File: src/rtl/uart_tx_arbiter_if.sv
// Requester/UART-side bundle for uart_tx_arbiter.
// master = arbiter, slave = requesters plus uart_tx_control.
interface uart_tx_arbiter_if #(
    parameter int NUM_REQ    = 4,
    parameter int FRAME_SIZE = 8
);
    logic [NUM_REQ-1:0]            req;
    logic [NUM_REQ*FRAME_SIZE-1:0] req_data;
    logic [NUM_REQ-1:0]            gnt;
    logic [FRAME_SIZE-1:0]         tx_data;
    logic                          tx_start;
    logic                          tx_busy;
    logic                          arb_busy;
    logic                          timeout_err;

    modport master (
        input  req, req_data, tx_busy,
        output gnt, tx_data, tx_start, arb_busy, timeout_err
    );

    modport slave (
        output req, req_data, tx_busy,
        input  gnt, tx_data, tx_start, arb_busy, timeout_err
    );
endinterface

File: src/rtl/uart_tx_arbiter.sv
// Shares one uart_tx_control among NUM_REQ requesters, round-robin by default.
// Define UART_TX_ARB_FIXED_PRIO_EN for fixed priority (lowest index wins).
module uart_tx_arbiter #(
    parameter int NUM_REQ       = 4,
    parameter int FRAME_SIZE    = 8,
    parameter int START_TIMEOUT = 16
) (
    input  logic clk,
    input  logic rst_n,
    uart_tx_arbiter_if.master bus
);
    localparam int PTR_W = (NUM_REQ > 1) ? $clog2(NUM_REQ) : 1;
    localparam int CNT_W = $clog2(START_TIMEOUT + 1);

    typedef enum logic [1:0] {
        IDLE,
        WAIT_BUSY,
        WAIT_DONE
    } state_t;

    state_t           state;
    logic [CNT_W-1:0] cnt;
    logic [PTR_W-1:0] win;
`ifndef UART_TX_ARB_FIXED_PRIO_EN
    logic [PTR_W-1:0] rr_ptr;
`endif

    // Walk the search order backwards so the earliest candidate is written last.
    always_comb begin : pick
        int idx;
        idx = 0;
        win = '0;
        for (int k = NUM_REQ - 1; k >= 0; k--) begin
`ifdef UART_TX_ARB_FIXED_PRIO_EN
            idx = k;
`else
            idx = int'(rr_ptr) + k;
            if (idx >= NUM_REQ) idx = idx - NUM_REQ;
`endif
            if (bus.req[idx]) win = PTR_W'(idx);
        end
    end

    always_ff @(posedge clk or negedge rst_n) begin
        if (!rst_n) begin
            state           <= IDLE;
            cnt             <= '0;
            bus.gnt         <= '0;
            bus.tx_start    <= 1'b0;
            bus.tx_data     <= '0;
            bus.arb_busy    <= 1'b0;
            bus.timeout_err <= 1'b0;
`ifndef UART_TX_ARB_FIXED_PRIO_EN
            rr_ptr          <= '0;
`endif
        end else begin
            bus.gnt         <= '0;
            bus.tx_start    <= 1'b0;
            bus.timeout_err <= 1'b0;
            unique case (state)
                IDLE: begin
                    if (|bus.req) begin
                        state          <= WAIT_BUSY;
                        cnt            <= '0;
                        bus.gnt[win]   <= 1'b1;
                        bus.tx_start   <= 1'b1;
                        bus.tx_data    <= bus.req_data[win*FRAME_SIZE +: FRAME_SIZE];
                        bus.arb_busy   <= 1'b1;
`ifndef UART_TX_ARB_FIXED_PRIO_EN
                        rr_ptr <= (int'(win) == NUM_REQ - 1) ? '0 : win + 1'b1;
`endif
                    end
                end
                WAIT_BUSY: begin
                    if (bus.tx_busy) begin
                        state <= WAIT_DONE;
                    end else if (cnt == CNT_W'(START_TIMEOUT - 1)) begin
                        state           <= IDLE;
                        bus.arb_busy    <= 1'b0;
                        bus.timeout_err <= 1'b1;
                    end else begin
                        cnt <= cnt + 1'b1;
                    end
                end
                WAIT_DONE: begin
                    if (!bus.tx_busy) begin
                        state        <= IDLE;
                        bus.arb_busy <= 1'b0;
                    end
                end
                default: begin
                    state        <= IDLE;
                    bus.arb_busy <= 1'b0;
                end
            endcase
        end
    end
endmodule

File: src/flat_wrapper.sv
// flat-port wrapper written by rule: the top's interface ports become plain ports
module uart_tx_arbiter_flat 
#(
    parameter int NUM_REQ       = 4,
    parameter int FRAME_SIZE    = 8,
    parameter int START_TIMEOUT = 16
)
  (clk, rst_n, bus_req, bus_req_data, bus_tx_busy, bus_gnt, bus_tx_data, bus_tx_start, bus_arb_busy, bus_timeout_err);
  uart_tx_arbiter_if #(.NUM_REQ(NUM_REQ), .FRAME_SIZE(FRAME_SIZE)) bus_i ();
  input  logic clk;
  input  logic rst_n;
  input wire logic [$bits(bus_i.req)-1:0] bus_req;
  input wire logic [$bits(bus_i.req_data)-1:0] bus_req_data;
  input wire logic [$bits(bus_i.tx_busy)-1:0] bus_tx_busy;
  output wire logic [$bits(bus_i.gnt)-1:0] bus_gnt;
  output wire logic [$bits(bus_i.tx_data)-1:0] bus_tx_data;
  output wire logic [$bits(bus_i.tx_start)-1:0] bus_tx_start;
  output wire logic [$bits(bus_i.arb_busy)-1:0] bus_arb_busy;
  output wire logic [$bits(bus_i.timeout_err)-1:0] bus_timeout_err;
  assign bus_i.req = bus_req;
  assign bus_i.req_data = bus_req_data;
  assign bus_i.tx_busy = bus_tx_busy;
  assign bus_gnt = bus_i.gnt;
  assign bus_tx_data = bus_i.tx_data;
  assign bus_tx_start = bus_i.tx_start;
  assign bus_arb_busy = bus_i.arb_busy;
  assign bus_timeout_err = bus_i.timeout_err;
  uart_tx_arbiter #(.NUM_REQ(NUM_REQ), .FRAME_SIZE(FRAME_SIZE), .START_TIMEOUT(START_TIMEOUT)) u_core (.clk(clk), .rst_n(rst_n), .bus(bus_i));
endmodule
File: config.mk
export PLATFORM = sky130hd
export DESIGN_NAME = uart_tx_arbiter_flat
export DESIGN_NICKNAME = d
export VERILOG_FILES = /design/src/rtl/uart_tx_arbiter_if.sv /design/src/rtl/uart_tx_arbiter.sv /design/src/flat_wrapper.sv
export SDC_FILE = /design/constraint.sdc
export NUM_CORES = 1
export LEC_CHECK = 0
export CORE_ASPECT_RATIO = 0.5
export CORE_MARGIN = 2
export CORE_UTILIZATION = 45
export CTS_CLUSTER_DIAMETER = 120
export DETAILED_ROUTE_END_ITERATION = 8
export HOLD_SLACK_MARGIN = 0.02
export PLACE_DENSITY = 0.81
export SLEW_MARGIN = 20
export SYNTH_ARGS = -nofsm -noshare
export SYNTH_HDL_FRONTEND = slang
export SYNTH_SLANG_ARGS = --single-unit
File: constraint.sdc
create_clock -name clk -period 4.3 [get_ports clk]
set_clock_uncertainty 0.1 [all_clocks]
set_input_delay 0.645 -clock clk [delete_from_list [all_inputs] [get_ports clk]]
set_output_delay 0.645 -clock clk [all_outputs]
set_load 0.02 [all_outputs]
# Yosys cells after proc, flatten, opt, wreduce, memory -nomap -nowiden
# Cells that the tools add are included.
# classes
add_sub_neg	9
order_cmp	10
eq_ne	10
n_shift	1
mux	44
reduce_logical	8
# op_table
operator	n
32-bit by 4-bit < comparator with 1-bit output (second input constant)	4
32-bit two-way mux	4
32-bit by 4-bit >= comparator with 1-bit output (second input constant)	3
32-bit by 4-bit subtractor with 32-bit output (second input constant)	3
32-bit by 6-bit indexed part select with 8-bit output	1
1-bit two-way mux	18
2-bit two-way mux	9
5-bit two-way mux	3
5-bit one-hot mux with 2 select lines	1
1-bit binary-select mux with 2-bit select	4
4-bit two-way mux	2
4-bit AND reduction	2
2-bit by 2-bit adder with 3-bit output (second input constant)	2
2-bit != test (second input constant)	3
2-bit one-hot mux with 3 select lines	1
5-bit by 1-bit adder with 5-bit output (second input constant)	1
5-bit by 4-bit == test with 1-bit output (second input constant)	1
2-bit by 1-bit == test with 1-bit output (second input constant)	2
2-bit by 1-bit != test with 1-bit output (second input constant)	2
4-bit OR reduction	1
2-bit by 3-bit subtractor with 4-bit output (second input constant)	1
2-bit by 1-bit adder with 3-bit output (second input constant)	1
2-bit by 3-bit >= comparator with 1-bit output (second input constant)	1
2-bit by 3-bit < comparator with 1-bit output (second input constant)	1
11 further kinds	11
# totals
register_bits	24
in_bits	39
out_inout_bits	15
wordCells	90

# Longest topological paths before layout
# logic_depth
word_depth	16
mapped_depth	8

# Worst setup path after synthesis
# Ideal clock, no wire load.
# synth_timing
path_type	input to register
start	input bus_req[0]
end	register u_core.rr_ptr[1]
setup_time_ps	125
arrival_ps	1909
required_time_ps	4075
slack_ps	2166
path_stages	8
path_cell_list	nand2_1 > or2_1 > buf_2 > nand3_2 > buf_6 > inv_1 > ha_1 > mux2_2
# synth_via
elab_chain_len	9
word_cells_on_any_way	21
# synth_rtl
element	line_no	source
start, declared	flat_wrapper.sv:12	input wire logic [$bits(bus_i.req)-1:0] bus_req;
1-bit binary-select mux with 2-bit select	uart_tx_arbiter.sv:40	if (bus.req[idx]) win = PTR_W'(idx);
1-bit two-way mux (implied by the code) (2 in a row)	uart_tx_arbiter.sv:40	
2-bit two-way mux (4 in a row)	uart_tx_arbiter.sv:40	
2-bit by 1-bit adder with 2-bit output or 2-bit by 1-bit == test with 1-bit output (tied branches)	uart_tx_arbiter.sv:70	rr_ptr <= (int'(win) == NUM_REQ - 1) ? '0 : win + 1'b1;
2-bit two-way mux	uart_tx_arbiter.sv:70	
end signal, assigned	uart_tx_arbiter.sv:70	
end, declared	uart_tx_arbiter.sv:25	logic [PTR_W-1:0] rr_ptr;
# Several ways; a longest one is shown, not always the timed one. The select of a mux whose other input is x is not followed.
# A chain may end at the register's enable or synchronous reset.

# Worst setup path after layout
# Ends and elaborated chain as after synthesis.

==> metrics.txt <==
status finished, final reports clean; post-synthesis sequential element count 24; Comb power frac 50.3%; most common cell in the netlist dfrtp_1; # rows 14; total chip power 1.13 mW; Final Max Slew Viols 0; Net Switching 0.438 mW; drt total wl 3210 um; Worst Reg-to-Reg Cells 6; syn_area_per_cell 10.1 um2; Initial Util 46.0%; dominant cells by area after synthesis dfrtp_1 44%, and2_1 8.8%, a221oi_2 6.6%, a221oi_1 6.5%, nor2_1 3.9%; critical path class in2reg; input/output buffers 53; Critical Path Source bus_req[0]; register cell area after layout 601 um2; CTS root buffer clkbuf_8; Post-CTS Setup Repair Bufs 0; largest net degree at the start of global routing 25; I/O Pins 54; Setup Total Neg Slack 0 ps; power share of the sequential group 32.0%; Clock power frac 17.7%; Synth Warn # 0; Tightest Pin Transition 721 ps; Reg clk slew, reported paths 90 ps; Pwr per Cell Area 579 mW/mm2; FFs w/ async S/R, synth 100%; Max Cap Violations 0; CTS HTree Levels 1; CORE AREA 0.00294 mm2; first-pass GRT wire length 5500 um; Startpoint Class primary input; WP data arrival 2860 ps; initial antenna violation count 0; clock latency on the worst-skew pair 270 ps; P_leak 0.800 nW; gpl congestion 0.755; Syn Nets 176; share of cells above drive strength 1 8.70%; Die W 81.6 um; drt first pass iters 4; Commonest cells post-synth 24 x dfrtp_1, 19 x and2_1, 14 x nor2_1; NumNets Final 227; fmax 357 MHz; Ant. Diodes 0; area of the multi-input gates 689 um2; Post-route DRC 0; FF-to-FF setup slack 1900 ps; Synth cell types 33; vias per std cell 5.43; # clock sinks 24; CP max FO 18; Mapped Cells 134; antenna-violating nets left 0; top cell type's share of synthesized area 44.3%; max_slew headroom 51.9%; synthesized area 0.00136 mm2; vias in the first global route 1226; R2R Path Start u_core.rr_ptr[1]$_DFFE_PN0P_; Filler Cell Count 249; post-route cell area 0.00196 mm2; post-DP HPWL 2340 um; Die ar. 0.00349 mm2; vias 1217; critical path required time 4360 ps; Fin. Hold Viols 0; CTS Buf Count 3; ys flop type dfrtp_1; worst vdd ir 0.000255 V; cell taking the most area after synthesis dfrtp_1; CP endpoint kind register; RSZ-0062 raised after global routing no; Worst Hold Class in2async; reg-to-reg endpoint u_core.rr_ptr[1]$_DFFE_PN0P_; sw frac 38.7%; Internal 0.694 mW; routed len/inst 14.3 um; total track usage 20.8%; CTS Hold Bufs 0; Post-CTS Resized 0; CTS max path bufs 2; Die H 42.8 um; Iter 0 DRT Violations 54; Post-synth EDFFs 0; min Tclk post-route 2800 ps; post-place instance area 0.00189 mm2; Setup-failing EPs final 0; gr ovfl total 0; Area growth syn-to-layout 44.3%; sequential-to-total area share from yosys stat 44.3%; CTS tree done; final worst path period share 65.1%
## kinds of logic after synthesis
kind of cell | count (synthesis) | share of synthesized area, %
flops | 24 | 44.3
fa+ha+maj | 3 | 2.77
buf+inv | 11 | 5.17
mux | 3 | 2.40
xor+xnor | 2 | 1.29
simple gates | 65 | 25.6
compound gates | 26 | 18.5
## power by group through the flow
stage                     Clock, mW  Sequential (mW)  Combinational, mW
after floorplan                   0            0.428              0.305
after global placement            0            0.364              0.553
after detailed placement          0            0.366              0.572
after CTS                     0.202            0.363              0.574
after global routing          0.215            0.374              0.621
final                         0.200            0.363              0.570
## worst max path at each step
stage | to | slack, ps | cells past startpoint
finish | u_core.rr_ptr[1]$_DFFE_PN0P_ | 1500 | 7
detailed placement | u_core.rr_ptr[1]$_DFFE_PN0P_ | 1250 | 7
floorplan | u_core.rr_ptr[1]$_DFFE_PN0P_ | 2170 | 8
global route | u_core.rr_ptr[1]$_DFFE_PN0P_ | 1340 | 7
global placement | u_core.rr_ptr[1]$_DFFE_PN0P_ | 1370 | 7
CTS | u_core.rr_ptr[1]$_DFFE_PN0P_ | 1520 | 7
## cell type report
class	count	share of cell area, %
clock buffers	3	2.11
clock inverters	1	1.54
inverters	3	0.576
multi-input cells	99	35.3
flip-flops and latches	24	30.7
well taps	40	2.56
repair buffers	54	27.3
## layer usage
metal / track usage, % / wire, um
met5: 0 / 0
met4: 5.00 / 18
met3: 5.11 / 140
met2: 38.0 / 1710
met1: 24.7 / 1340
## registers in the layout, indices dropped and copies added, names as in the netlist
name / count
u_core.bus.arb_busy: 1
u_core.bus.gnt: 4
u_core.bus.timeout_err: 1
u_core.bus.tx_data: 8
u_core.bus.tx_start: 1
u_core.cnt: 5
u_core.rr_ptr: 2
u_core.state: 2
## through the flow
step	cells	utilization (%)	hold slack (ps)	setup slack, ps
4_1_cts	224	66.6	414	1520
3_5_place_dp	220	64.2	402	1250
5_1_grt	224	66.5	268	1340
2_1_floorplan	134	-	249	2170
3_3_place_gp	220	64.2	398	1370
6_report	224	66.5	244	1500
## worst max-delay path, stage by stage
cell	delay, ps
clkdlybuf4s50_1	460
nand2_1	100
or2_1	380
nand3_2	470
inv_1	270
ha_1	260
mux2_2	270
## placed cells by master, fill, tap and decap left out, types with 2 or more instances in the layout
cell,instances
nand2b_1,5
dfrtp_1,24
nor2_1,14
o21ai_0,2
inv_1,3
a221oi_2,6
clkdlybuf4s50_1,52
ha_1,3
nor3_1,9
nand2_1,6
and2_1,19
nor2b_1,4
a221oi_1,10
xor2_1,2
clkbuf_8,3
(Power assumes the default switching activity.)
